===== config.mk =====
export PLATFORM = sky130hd
export DESIGN_NAME = cmos_xor_sequencer
export DESIGN_NICKNAME = d
export VERILOG_FILES = /design/src/rtl/cmos_xor_sequencer.sv
export SDC_FILE = /design/constraint.sdc
export NUM_CORES = 1
export LEC_CHECK = 0
export ABC_CLOCK_PERIOD_IN_PS = 3100
export BUFFER_PORTS_ARGS = -buffer_cell sky130_fd_sc_hd__buf_2
export CAP_MARGIN = 20
export CORE_ASPECT_RATIO = 1.25
export CORE_MARGIN = 4
export CORE_UTILIZATION = 50
export CTS_CLUSTER_SIZE = 8
export DETAILED_ROUTE_END_ITERATION = 10
export MAX_ROUTING_LAYER = met4
export PLACE_DENSITY_LB_ADDON = 0.1
export REMOVE_ABC_BUFFERS = 1
export SYNTH_ARGS = -nofsm -noshare
export SYNTH_HDL_FRONTEND = slang
export SYNTH_SLANG_ARGS = --single-unit
export TNS_END_PERCENT = 20

===== constraint.sdc =====
create_clock -name clk -period 3.1 [get_ports clk]
set_input_delay 0.31 -clock clk [delete_from_list [all_inputs] [get_ports clk]]
set_output_delay 0.31 -clock clk [all_outputs]
set_load 0.02 [all_outputs]

===== src/rtl/cmos_xor_sequencer.sv =====
// Exhaustive tester for a 2-input XOR cell: walks the four input vectors,
// lets each one settle, compares the cell output with an ideal XOR and
// reports a mismatch count and a per-vector failure map.
//
// state  | meaning
// -------+------------------------------------------------------------
// IDLE   | waiting for start; results of the last pass are held
// SETTLE | vector idx driven, settle timer counting down
// SAMPLE | one cycle: compare dut_out against in_1 ^ in_2
// DONE   | one cycle: done pulse, pass flag updated, inputs back to 0
module cmos_xor_sequencer #(
    parameter int unsigned SETTLE_CYCLES = 2
) (
    input  logic       clk,
    input  logic       rst,
    input  logic       start,
    input  logic       abort,
    input  logic       dut_out,
    output logic       dut_in_1,
    output logic       dut_in_2,
    output logic       busy,
    output logic       done,
    output logic       pass,
    output logic [2:0] err_count,
    output logic [3:0] fail_vec
);

    typedef enum logic [1:0] {
        IDLE   = 2'd0,
        SETTLE = 2'd1,
        SAMPLE = 2'd2,
        DONE   = 2'd3
    } state_t;

    // Timer is loaded with N-1 so that SETTLE lasts exactly N cycles.
    localparam logic [3:0] SETTLE_LOAD = 4'(SETTLE_CYCLES - 1);
    localparam logic [2:0] ERR_MAX     = 3'd4;

    state_t     state_q, state_d;
    logic [1:0] idx_q, idx_d;
    logic [3:0] cnt_q, cnt_d;
    logic       in1_q, in1_d;
    logic       in2_q, in2_d;
    logic       pass_q, pass_d;
    logic [2:0] err_q, err_d;
    logic [3:0] fail_q, fail_d;

    logic       mismatch;
    logic [2:0] err_next;
    logic [3:0] fail_next;

    // Four-state compare so that an X or floating cell output counts as a failure.
    always_comb begin
        mismatch  = (dut_out !== (in1_q ^ in2_q));
        err_next  = err_q;
        fail_next = fail_q;
        if (mismatch) begin
            err_next  = (err_q == ERR_MAX) ? ERR_MAX : err_q + 3'd1;
            fail_next = fail_q | (4'b0001 << idx_q);
        end
    end

    // Next-state and next-output logic; abort outranks any sample in flight.
    always_comb begin
        state_d = state_q;
        idx_d   = idx_q;
        cnt_d   = cnt_q;
        in1_d   = in1_q;
        in2_d   = in2_q;
        pass_d  = pass_q;
        err_d   = err_q;
        fail_d  = fail_q;

        case (state_q)
            IDLE: begin
                if (start) begin
                    state_d = SETTLE;
                    idx_d   = 2'd0;
                    cnt_d   = SETTLE_LOAD;
                    in1_d   = 1'b0;
                    in2_d   = 1'b0;
                    err_d   = 3'd0;
                    fail_d  = 4'd0;
                    pass_d  = 1'b0;
                end
            end
            SETTLE: begin
                if (abort) begin
                    state_d = IDLE;
                    in1_d   = 1'b0;
                    in2_d   = 1'b0;
                    pass_d  = 1'b0;
                end else if (cnt_q == 4'd0) begin
                    state_d = SAMPLE;
                end else begin
                    cnt_d = cnt_q - 4'd1;
                end
            end
            SAMPLE: begin
                if (abort) begin
                    state_d = IDLE;
                    in1_d   = 1'b0;
                    in2_d   = 1'b0;
                    pass_d  = 1'b0;
                end else begin
                    err_d  = err_next;
                    fail_d = fail_next;
                    if (idx_q == 2'd3) begin
                        state_d = DONE;
                        in1_d   = 1'b0;
                        in2_d   = 1'b0;
                        pass_d  = (err_next == 3'd0);
                    end else begin
                        state_d        = SETTLE;
                        idx_d          = idx_q + 2'd1;
                        {in1_d, in2_d} = idx_q + 2'd1;
                        cnt_d          = SETTLE_LOAD;
                    end
                end
            end
            DONE: begin
                state_d = IDLE;
            end
            default: begin
                state_d = IDLE;
            end
        endcase
    end

    // State and result registers, cleared asynchronously by rst.
    always_ff @(posedge clk or negedge rst) begin
        if (!rst) begin
            state_q <= IDLE;
            idx_q   <= 2'd0;
            cnt_q   <= 4'd0;
            in1_q   <= 1'b0;
            in2_q   <= 1'b0;
            pass_q  <= 1'b0;
            err_q   <= 3'd0;
            fail_q  <= 4'd0;
        end else begin
            state_q <= state_d;
            idx_q   <= idx_d;
            cnt_q   <= cnt_d;
            in1_q   <= in1_d;
            in2_q   <= in2_d;
            pass_q  <= pass_d;
            err_q   <= err_d;
            fail_q  <= fail_d;
        end
    end

    // Status outputs decode straight from the state register.
    always_comb begin
        busy = (state_q != IDLE);
        done = (state_q == DONE);
    end

    assign dut_in_1  = in1_q;
    assign dut_in_2  = in2_q;
    assign pass      = pass_q;
    assign err_count = err_q;
    assign fail_vec  = fail_q;

endmodule


; Word level (Yosys, flattened, before mapping)
; Cells that the tools add are included.
[op_classes]
n_eq_ne = 15
n_reduce_logical = 13
n_mux = 36
shifts = 1
n_bitwise = 2
n_addsub = 3
[op_table]
columns = op, n
row1 = $mux W4, 8
row2 = $mux W2, 8
row3 = $ne A2 B2 Y1 const B, 7
row4 = $mux W3, 4
row5 = $pmux W4 S3, 1
row6 = $reduce_and A4 Y1, 3
row7 = $pmux W1 S3, 3
row8 = $mux W1, 8
row9 = $pmux W2 S4, 1
row10 = $pmux W4 S2, 1
row11 = $eq A2 B2 Y1 const B, 3
row12 = $ne A3 B3 Y1 const B, 2
row13 = $pmux W3 S2, 1
row14 = $reduce_and A3 Y1, 2
row15 = $reduce_and A6 Y1, 1
row16 = $logic_not A4 Y1, 1
row17 = $or A4 B4 Y4, 1
row18 = $pmux W2 S2, 1
row19 = $reduce_bool A2 Y1, 2
row20 = $shl A1 B2 Y4 const A, 1
row21 = $sub A4 B1 Y4 const B, 1
row22 = $add A3 B1 Y3 const B, 1
row23 = $eq A3 B3 Y1 const B, 1
row24 = $logic_not A3 Y1, 1
row25 = 7 further kinds, 7
[totals]
inputBits = 5
out_inout_bits = 12
ff_bits = 18

; Logic depth before layout (Yosys ltp)
; Gate-level depths: netlist of the first run.
[depth]
word_depth = 7
ltp_mapped = 6
ltp_nobuf = 6

; Worst setup path after synthesis of the first run
; Ideal clock, no wire load.
[synth_path]
path_kind = register -> register
start = register in2_q, in the netlist dut_in_2
end = register err_q[2], in the netlist err_count[2]
arrival_ps = 1609
n_path_buf = 0
setup_time_ps = 121
t_required_ps = 2979
stages_incl_launch_ff = 5
setup_slack_ps = 1369
cell_sequence = dfrtp_1 -> xnor3_2 -> nor2b_2 -> mux2_4 -> a22o_2
[synth_via]
elab_chain_cells = 5
[synth_rtl]
columns = item, line
row1 = "start, declared", 43  ; logic in2_q, in2_d;
row2 = "start signal, assigned", 146  ; in2_q <= in2_d;
row3 = $xor A1 B1 Y1, 54  ; mismatch = (dut_out !== (in1_q ^ in2_q));
row4 = $nex A1 B1 Y1, 54
row5 = $mux W3, 57  ; if (mismatch) begin
row6 = $mux W3, 100  ; if (abort) begin
row7 = $pmux W3 S2, 74  ; case (state_q)
row8 = "end signal, assigned", 148  ; err_q <= err_d;
row9 = "end, declared", 45  ; logic [2:0] err_q, err_d;
; No other way between the ends. The select of a mux whose other input is x is not followed.
; A chain may end at the register's enable or synchronous reset.

; Worst setup path in the final report of the first run
[layout_path]
start = register idx_q[0]
end = register cnt_q[3]
[layout_via]
elab_chain_cells = 3
[layout_rtl]
columns = item, line
row1 = "start, declared", 40  ; logic [1:0] idx_q, idx_d;
row2 = "start signal, assigned", 143  ; idx_q <= idx_d;
row3 = $eq A2 B2 Y1, 108  ; if (idx_q == 2'd3) begin
row4 = $ne A2 B2 Y1 (no line), n/a
row5 = $reduce_and A6 Y1 (no line), n/a
row6 = "end signal, assigned", 144  ; cnt_q <= cnt_d;
row7 = "end, declared", 41  ; logic [3:0] cnt_q, cnt_d;
; No other way between the ends.

==> impl_results.md, run 1 <==
- Status: finished clean
- CP startpoint: idx_q[0]
- Hold crit path type: in -> reg
- Hold depth: 2
- FF-to-FF Start: idx_q[0]
- Vias: 810
- Die height: 59.2 um
- Hold Path Origin: abort
- R2R Path End: cnt_q[3]
- CTS resizes: 0
- Worst-Skew Late Latency: 0.29 ns
- Gpl congestion: 0.778
- PwrDens: 734 nW/um2
- Number of vias per cell: 5.66
- Layout cells sized above 1: 0.252
- Pre-CTS WS: 1.30 ns
- RSZ-0062 raised after global routing: no
- Core area: 1980 um2
- Fin nets: 137
- Grt total ovfl: 0
- First-pass GRT wire length: 3.55 mm
- Total Neg Setup Slack: 0 ns
- Clock skew: 0.00610 ns
- DRT Pass-1 Iters: 4
- Cell taking the most area after synthesis: dfrtp_1
- Die width: 48.9 um
- Leakage power: 0.614 nW
- Clock sink total: 18
- Hpwl dp: 1.54 mm
- Mean Syn Cell Area: 10.1 um2
- Starting Density: 0.528
- Main flop type after synthesis: dfrtp_1
- Vias in the first global route: 798
- Final Hold Viols: 0
- Levels on crit path: 5
- Final Critical Period: 1.80 ns
- Number of synthesis warnings: 0
- Setup violations, final: 0
- Peak supply drop: 0.000425 V
- Final cycle utilization of the critical path: 0.582
- Largest net degree at the start of global routing: 19
- Cts bufs inserted: 3
- Max-slew headroom: 0.732
- Initial antenna violation count: 0
- Total wire length after detailed routing: 1.97 mm
- CTS tree: done
- Netlist Area Pre-Place: 1050 um2
- H-tree depth: 1
- Drt wl/cell: 13.8 um
- CTS Root Cell: clkbuf_4
- Maxcap violations: 0
- Slowest cell on the critical path: or3b_2
- FMAX: 554 MHz
- Area contributors post-synth: dfrtp_1 (43%), ha_1 (9.6%), inv_1 (3.6%)
- Max FO, Critical Path: 7
- PortBufs: 16
- FFs w/ async S/R, synth: 1.00
- CP cell instances: ha_1 -> or3b_2 -> a21o_1 -> o311ai_0 -> o31ai_1
- Worst reg2reg path depth: 5
- Slew @ Worst Pin: 0.401 ns
- Sequential fraction of the synthesis area: 0.430
- Hold_buf cts: 1
- Critical path buffers and inverters: 0
- Crit Path Category: reg -> reg
- Clk buf depth: 2
- Slew Viols, Final: 0
- WP data required: 3.28 ns
- Synth cell count leaders: dfrtp_1 (18), inv_1 (10), nand2_1 (9)
- Post-CTS Setup Bufs: 0
- CTS clk-pin slew, worst paths: 0.11 ns
- Reg-to-reg slack, setup: 1.30 ns
- EDFF count, synth: 0
- # rows: 18
- Die area: 2900 um2
- CP Capture Point: cnt_q[3]
- Initial DRC Count: 17
- Synth top area share: 0.430
- WP data arrival: 1.98 ns
- Final setup margin: 1.30 ns
- Post-synthesis cell count: 104
- #FFs+latches synth: 18
- Post-synth cell types: 30
- ANT cells: 0
- DRC: 0
- CP delay by family, top: compound AO/OA/AOI/OAI gates
- Worst setup EP type: register
- I/O pins: 17
- Worst path max stage delay: 0.47 ns
- GRT Overall Usage: 0.164
- Startpoint Class: register
- Most common cell in the netlist: dfrtp_1
- Synthesis-to-layout area growth: 12.9%
- Antenna Nets Post-Route: 0
[power by group]
part,internal (mW),switching [mW]
sequential,0.292,0.0639
clock,0.0715,0.0756
combinational,0.151,0.214
total,0.515,0.354
[cell families (layout without fill, tap and decap cells)]
kind of cell,count (synthesis),count (layout),synth area share
muxes,1,1,0.0143
buffers and inverters,12,31,0.0514
xor gates and xnor gates,1,1,0.0227
DFF,18,18,0.430
and+or+nand+nor,37,37,0.186
AOI/OAI and AO/OA,27,27,0.200
adders and majority gates,8,8,0.0956
[registers in the layout (all words and copies together), names as in the netlist]
register,count
cnt_q,4
dut_in_1,1
dut_in_2,1
err_count,3
fail_vec,4
idx_q,2
pass,1
state_q,2
[placed cells by master, fill, tap and decap left out, drive strengths merged]
cell type and count:
nand3b 1, a221oi 1, nor2 8, mux2 1, o2bb2ai 3, or3b 2, xnor3 1, a21o 3
o311ai 2, o31ai 4, nand2 9, a31oi 1, a21oi 7, or3 2, nor2b 3, inv 10
nor3 2, dlygate4sd3 1, a22o 2, clkbuf 4, buf 16, or2 2, nand2b 6, ha 8
and2 2, o21ai 4, dfrtp 18
[per-stage QoR]
stage | instance area, um2 | power, mW | utilization | cells | hold slack, ns
finish | 1180 | 0.868 | 0.597 | 143 | 0.226
global route | 1180 | 0.954 | 0.597 | 143 | 0.218
CTS | 1180 | 0.875 | 0.597 | 143 | 0.220
detailed placement | 1140 | 0.728 | 0.573 | 138 | 0.261
global placement | 1140 | 0.722 | 0.573 | 138 | 0.259
floorplan | 1030 | 0.626 | - | 102 | 0.0144
[cell type report]
class | instances | area [um2]
inverter | 10 | 37.5
sequential | 18 | 450
timing repair buffer | 17 | 90.1
multi-input combinational | 74 | 543
tap | 20 | 25.0
clock buffer | 4 | 36.3
fill | 200 | 800
[how the worst min path moves through the flow]
stage                     slack (ns)           end
after detailed placement        0.26  err_count[2]
final                           0.23    state_q[1]
after global routing            0.22    state_q[1]
after CTS                       0.22    state_q[1]
after global placement          0.26  err_count[2]
after floorplan                 0.01      cnt_q[0]
[layer usage]
layer,global-route usage,vias to the layer above,share of wire
met3,0.0277,2,0.040
li1,-,400,-
met4,0.0808,0,0.0071
met2,0.272,24,0.52
met5,-,-,0
met1,0.192,384,0.43
[worst reg2reg max path, delay by kind of cell, from the launching register on]
kind                     cells  cell delay (ns)
AND/OR/NAND/NOR              1             0.47
flip-flops                   1             0.44
adder cells (fa/ha/maj)      1             0.29
AO/OA/AOI/OAI                3             0.50
No activity file was read; power rests on OpenSTA's default activity.
==> run 2, diff against run 1 <==
ABC_CLOCK_PERIOD_IN_PS = 1800   (was 3100)
clock period = 1.8 ns   (was 3.1 ns; I/O delays follow)
==> run 2 against run 1 <==
Effect of this change:
- count of clock-buffer cells in the layout unchanged
- non-clock buffer count is 4 higher
- register-to-register slack got worse by 1.2 ns
- first-iteration DRC count shrank 47%
- clock power rose by 71%
- wire length up 4.1%
- worst hold slack lost 0.12 ns
- utilization grew 2.6 points
- maximum frequency rose by 6.5%
==> impl_results.md, run 2 (synthesis results as in run 1) <==
- Status: finished clean
- Cts bufs inserted: 3
- Fill cells: 171
- Met1 Use GR: 0.181
- Gpl congestion: 0.794
- CP cell instances: inv_1 -> ha_1 -> or3b_2 -> a21oi_4 -> or2_2 -> o31ai_1
- Startpoint Class: register
- Critical path buffers and inverters: 1
- Worst-Skew Late Latency: 0.30 ns
- Setup violations, final: 0
- Levels on crit path: 6
- WP data required: 1.98 ns
- Total Neg Setup Slack: 0 ns
- Hold_ws: 0.106 ns
- DRT Pass-1 Iters: 4
- CP Capture Point: cnt_q[2]
- GR peak layer: met2
- Commonest non-fill, non-tap cell in the layout: dfrtp_1
- Footprint of the multi-input gates: 564 um2
- Worst path max stage delay: 0.49 ns
- Die width: 48.9 um
- Slew Viols, Final: 0
- Hold crit path type: in -> reg
- GR Util met3: 0.0353
- ANT cells: 0
- Synthesis-to-layout area growth: 17.8%
- DRC: 0
- Hpwl dp: 1.62 mm
- Clk buf depth: 2
- Final cycle utilization of the critical path: 0.942
- CTS Root Cell: clkbuf_4
- Max FO, Critical Path: 4
- Core area: 1980 um2
- PortBufs: 16
- I/O pins: 17
- # rows: 18
- PwrDens: 1270 nW/um2
- RSZ-0062 raised after global routing: no
- Largest net degree at the start of global routing: 19
- Maxcap violations: 0
- Layout cells sized above 1: 0.299
- Grt total ovfl: 0
- Hold Path Origin: abort
- Total wire length after detailed routing: 2.05 mm
- Max-slew headroom: 0.727
- Peak supply drop: 0.000740 V
- CP startpoint: cnt_q[0]
- H-tree depth: 1
- CP delay by family, top: simple AND/OR/NAND/NOR gates
- Antenna Nets Post-Route: 0
- Number of vias per cell: 5.64
- FMAX: 590 MHz
- Reg-to-reg slack, setup: 0.10 ns
- Starting Density: 0.528
- Met2 GRT Util: 0.293
- Slew @ Worst Pin: 0.409 ns
- Clock sink total: 18
- GRT Overall Usage: 0.171
- Most frequent cells in the layout: dfrtp_1 (18), buf_2 (16), inv_1 (10)
- Leakage power: 0.634 nW
- R2R Path End: cnt_q[2]
- Clock skew: 0.00378 ns
- CTS clk-pin slew, worst paths: 0.10 ns
- Register Area: 450 um2
- Initial DRC Count: 9
- Final Hold Viols: 0
- CTS tree: done
- First-pass GRT wire length: 3.64 mm
- Die height: 59.2 um
- Final Critical Period: 1.70 ns
- WP data arrival: 1.88 ns
- Vias in the first global route: 839
- Die area: 2900 um2
- Vias: 829
- Initial antenna violation count: 0
- Worst reg2reg path depth: 6
- Drt wl/cell: 13.9 um
- Slowest cell on the critical path: or3b_2
- Crit Path Category: reg -> reg
- FF-to-FF Start: cnt_q[0]
- Fin nets: 141
- Worst setup EP type: register
-- run 2: repair_timing --
action | 4_1_cts | 5_1_grt
buffers inserted | 0 | 1
setup endpoints to repair | 0 | 4
hold buffers | 1 | 0
endpoints found under the hold margin | 18 | 0
gates resized for setup | 0 | 4
-- run 2: area by class of cell --
class,instances,share of cell area
Inverter,10,0.0304
Tap cell,20,0.0203
Multi-Input combinational cell,74,0.457
Clock buffer,4,0.0294
Sequential cell,18,0.365
Timing Repair Buffer,21,0.0974
-- run 2: routing by layer --
layer,wire length [um],vias up,part of all wire
li1,-,407,-
met3,67,5,0.033
met5,0,-,0
met2,1080,13,0.53
met4,46,0,0.022
met1,858,404,0.42
-- run 2: stage by stage --
step | worst slack [ns] | instances | power [mW] | util | instance area [um2]
2_1_floorplan | 0.0695 | 102 | 1.08 | - | 1030
3_3_place_gp | 0.0572 | 141 | 1.26 | 0.585 | 1160
3_5_place_dp | 0.0402 | 141 | 1.29 | 0.585 | 1160
4_1_cts | 0.0223 | 146 | 1.55 | 0.608 | 1200
5_1_grt | 0.0136 | 147 | 1.70 | 0.622 | 1230
6_report | 0.105 | 147 | 1.56 | 0.622 | 1230
-- run 2: worst min path at each step --
stage              endpoint  cells past startpoint
2_1_floorplan      cnt_q[0]                      0
4_1_cts          state_q[1]                      2
3_3_place_gp   err_count[2]                      1
5_1_grt          state_q[1]                      2
6_report         state_q[1]                      2
3_5_place_dp   err_count[2]                      1
-- run 2: where the power goes --
group	internal, mW	switching [mW]	leakage [nW]	total [mW]
logic	0.297	0.415	0.372	0.712
registers	0.503	0.0968	0.241	0.600
clock network	0.124	0.127	0.0210	0.251
total	0.923	0.639	0.634	1.56
==> run 3, diff against run 2 <==
ABC_AREA = 1   (was not set)
SETUP_SLACK_MARGIN = 0.3   (was not set)
==> run 3 against run 2 <==
Effect of this change:
- worst hold slack better by 0.094 ns
- wire length rose by 1.2%
- sequential power is 2% lower
- largest power group unchanged
- worst setup slack better by 0.28 ns
- critical endpoint is now state_q[1]
- first-iteration DRC count rose by 67%
- global-route usage grew 1.4 points
- count of clock-buffer cells in the layout did not move
- critical path type unchanged
- die area up 2.4%
==> impl_results.md, run 3 <==
- Status: finished clean
- Area contributors post-synth: dfrtp_1 (42%), nand2_1 (11%), inv_1 (9.4%)
- Max-slew headroom: 0.732
- Fin nets: 177
- Worst path max stage delay: 0.48 ns
- Core area: 2000 um2
- Total wire length after detailed routing: 2.07 mm
- Initial DRC Count: 15
- Post-synthesis cell count: 142
- H-tree depth: 1
- Grt total ovfl: 0
- Most frequent cells in the layout: nand2_1 (33), inv_1 (27), dfrtp_1 (18)
- Cell taking the most area after synthesis: dfrtp_1
- Hold_ws: 0.201 ns
- Main flop type after synthesis: dfrtp_1
- Final Hold Viols: 0
- #FFs+latches synth: 18
- Largest net degree at the start of global routing: 19
- Die width: 49.5 um
- Drt wl/cell: 11.3 um
- Antenna Nets Post-Route: 0
- ANT cells: 0
- Slew Viols, Final: 0
- FF-to-FF Start: state_q[1]
- EDFF count, synth: 0
- WP data arrival: 1.61 ns
- Worst-Skew Late Latency: 0.30 ns
- Leakage power: 0.681 nW
- Clock sink total: 18
- Mean Syn Cell Area: 7.59 um2
- Max FO, Critical Path: 5
- First-pass GRT wire length: 4.06 mm
- Peak supply drop: 0.000800 V
- DRT Pass-1 Iters: 4
- Most common cell in the netlist: nand2_1
- Slowest cell on the critical path: dfrtp_1
- Critical path buffers and inverters: 2
- Levels on crit path: 6
- Starting Density: 0.537
- Synth cell count leaders: nand2_1 (33), inv_1 (27), dfrtp_1 (18)
- Final cycle utilization of the critical path: 0.783
- Layout cells sized above 1: 0.178
- Maxcap violations: 0
- Sequential fraction of the synthesis area: 0.418
- Synth top area share: 0.418
- PortBufs: 16
- Number of vias per cell: 5.10
- Startpoint Class: register
- Cts bufs inserted: 3
- Number of synthesis warnings: 0
- CP Capture Point: state_q[1]
- FMAX: 709 MHz
- Worst reg2reg path depth: 6
- CP cell instances: nor2_1 -> inv_1 -> nor2_1 -> nand2_1 -> o211ai_1 -> inv_1
- DRC: 0
- Total Neg Setup Slack: 0 ns
- Clk buf depth: 2
- Crit Path Category: reg -> reg
- CP startpoint: state_q[1]
- CTS tree: done
- CTS clk-pin slew, worst paths: 0.10 ns
- Setup violations, final: 0
- Slew @ Worst Pin: 0.402 ns
- Hold crit path type: in -> reg
- WP data required: 2.00 ns
- Worst setup EP type: register
- CP delay by family, top: simple AND/OR/NAND/NOR gates
- Netlist Area Pre-Place: 1080 um2
- PwrDens: 1320 nW/um2
- Die height: 59.9 um
- Gpl congestion: 0.792
- Synthesis-to-layout area growth: 15.0%
- Reg-to-reg slack, setup: 0.39 ns
- FFs w/ async S/R, synth: 1.00
- Final Critical Period: 1.41 ns
- R2R Path End: state_q[1]
- I/O pins: 17
- Clock skew: 0.00523 ns
- Hpwl dp: 1.67 mm
- CTS Root Cell: clkbuf_4
- GRT Overall Usage: 0.185
- RSZ-0062 raised after global routing: yes
- Commonest non-fill, non-tap cell in the layout: nand2_1
- Hold depth: 4
- Vias: 934
- Vias in the first global route: 990
- # rows: 18
- Initial antenna violation count: 0
- Post-synth cell types: 21
- Die area: 2970 um2
-- run 3: layout make-up --
cell class	instances	area, um2
tap	20	25.0
inverter	29	109
multi-input combinational	95	528
clock buffer	4	36.3
timing repair buffer	17	90.1
fill	190	766
sequential	18	450
-- run 3: cells by family (layout without fill, tap and decap cells) --
family,Yosys count,in the layout,synth area share
AOI/OAI and AO/OA,21,21,0.120
xor gates and xnor gates,2,2,0.0163
adders and majority gates,8,8,0.0929
buffers and inverters,29,50,0.101
DFF,18,18,0.418
and+or+nand+nor,64,64,0.252
-- run 3: power by group --
part           switching (mW)  leakage, nW  total, mW  internal [mW]
sequential             0.0886        0.243      0.588          0.499
clock                   0.125       0.0210      0.249          0.123
combinational           0.532        0.417      0.799          0.267
total                   0.746        0.681       1.64          0.890
-- run 3: worst min-delay path by stage --
stage,startpoint,to,slack (ns)
detailed placement,rst,cnt_q[3],0.13
finish,abort,err_count[1],0.20
global placement,rst,cnt_q[2],0.13
CTS,abort,err_count[1],0.20
floorplan,rst,cnt_q[0],-0.12
global route,abort,err_count[1],0.21
-- run 3: per-stage QoR --
step	total power, mW	area (um2)	utilization	cells	worst slack [ns]
after detailed placement	1.38	1180	0.590	178	0.425
after global routing	1.82	1240	0.618	183	0.259
after CTS	1.65	1230	0.613	183	0.397
after floorplan	1.19	1080	-	142	0.515
after global placement	1.36	1180	0.590	178	0.428
final	1.64	1240	0.618	183	0.390
-- run 3: repair_timing --
item / 4_1_cts / 5_1_grt
buffers inserted: 0 / 0
hold endpoints to repair: 18 / 0
hold buffers: 1 / 0
endpoints found under the setup margin: 0 / 7
resized for setup: 0 / 2
-- run 3: routing by layer --
layer / part of all wire / wire (um) / GRT usage / vias up
li1: - / - / - / 486
met1: 0.43 / 888 / 0.206 / 424
met2: 0.51 / 1060 / 0.316 / 18
met3: 0.039 / 81 / 0.0324 / 6
met4: 0.022 / 45 / 0.103 / 0
met5: 0 / 0 / - / -
-- run 3: worst min-delay path: cells and delay by family --
family,cells,cell delay (ns)
compound gates,1,0.05
simple gates,2,0.12
buf+inv,1,0.12
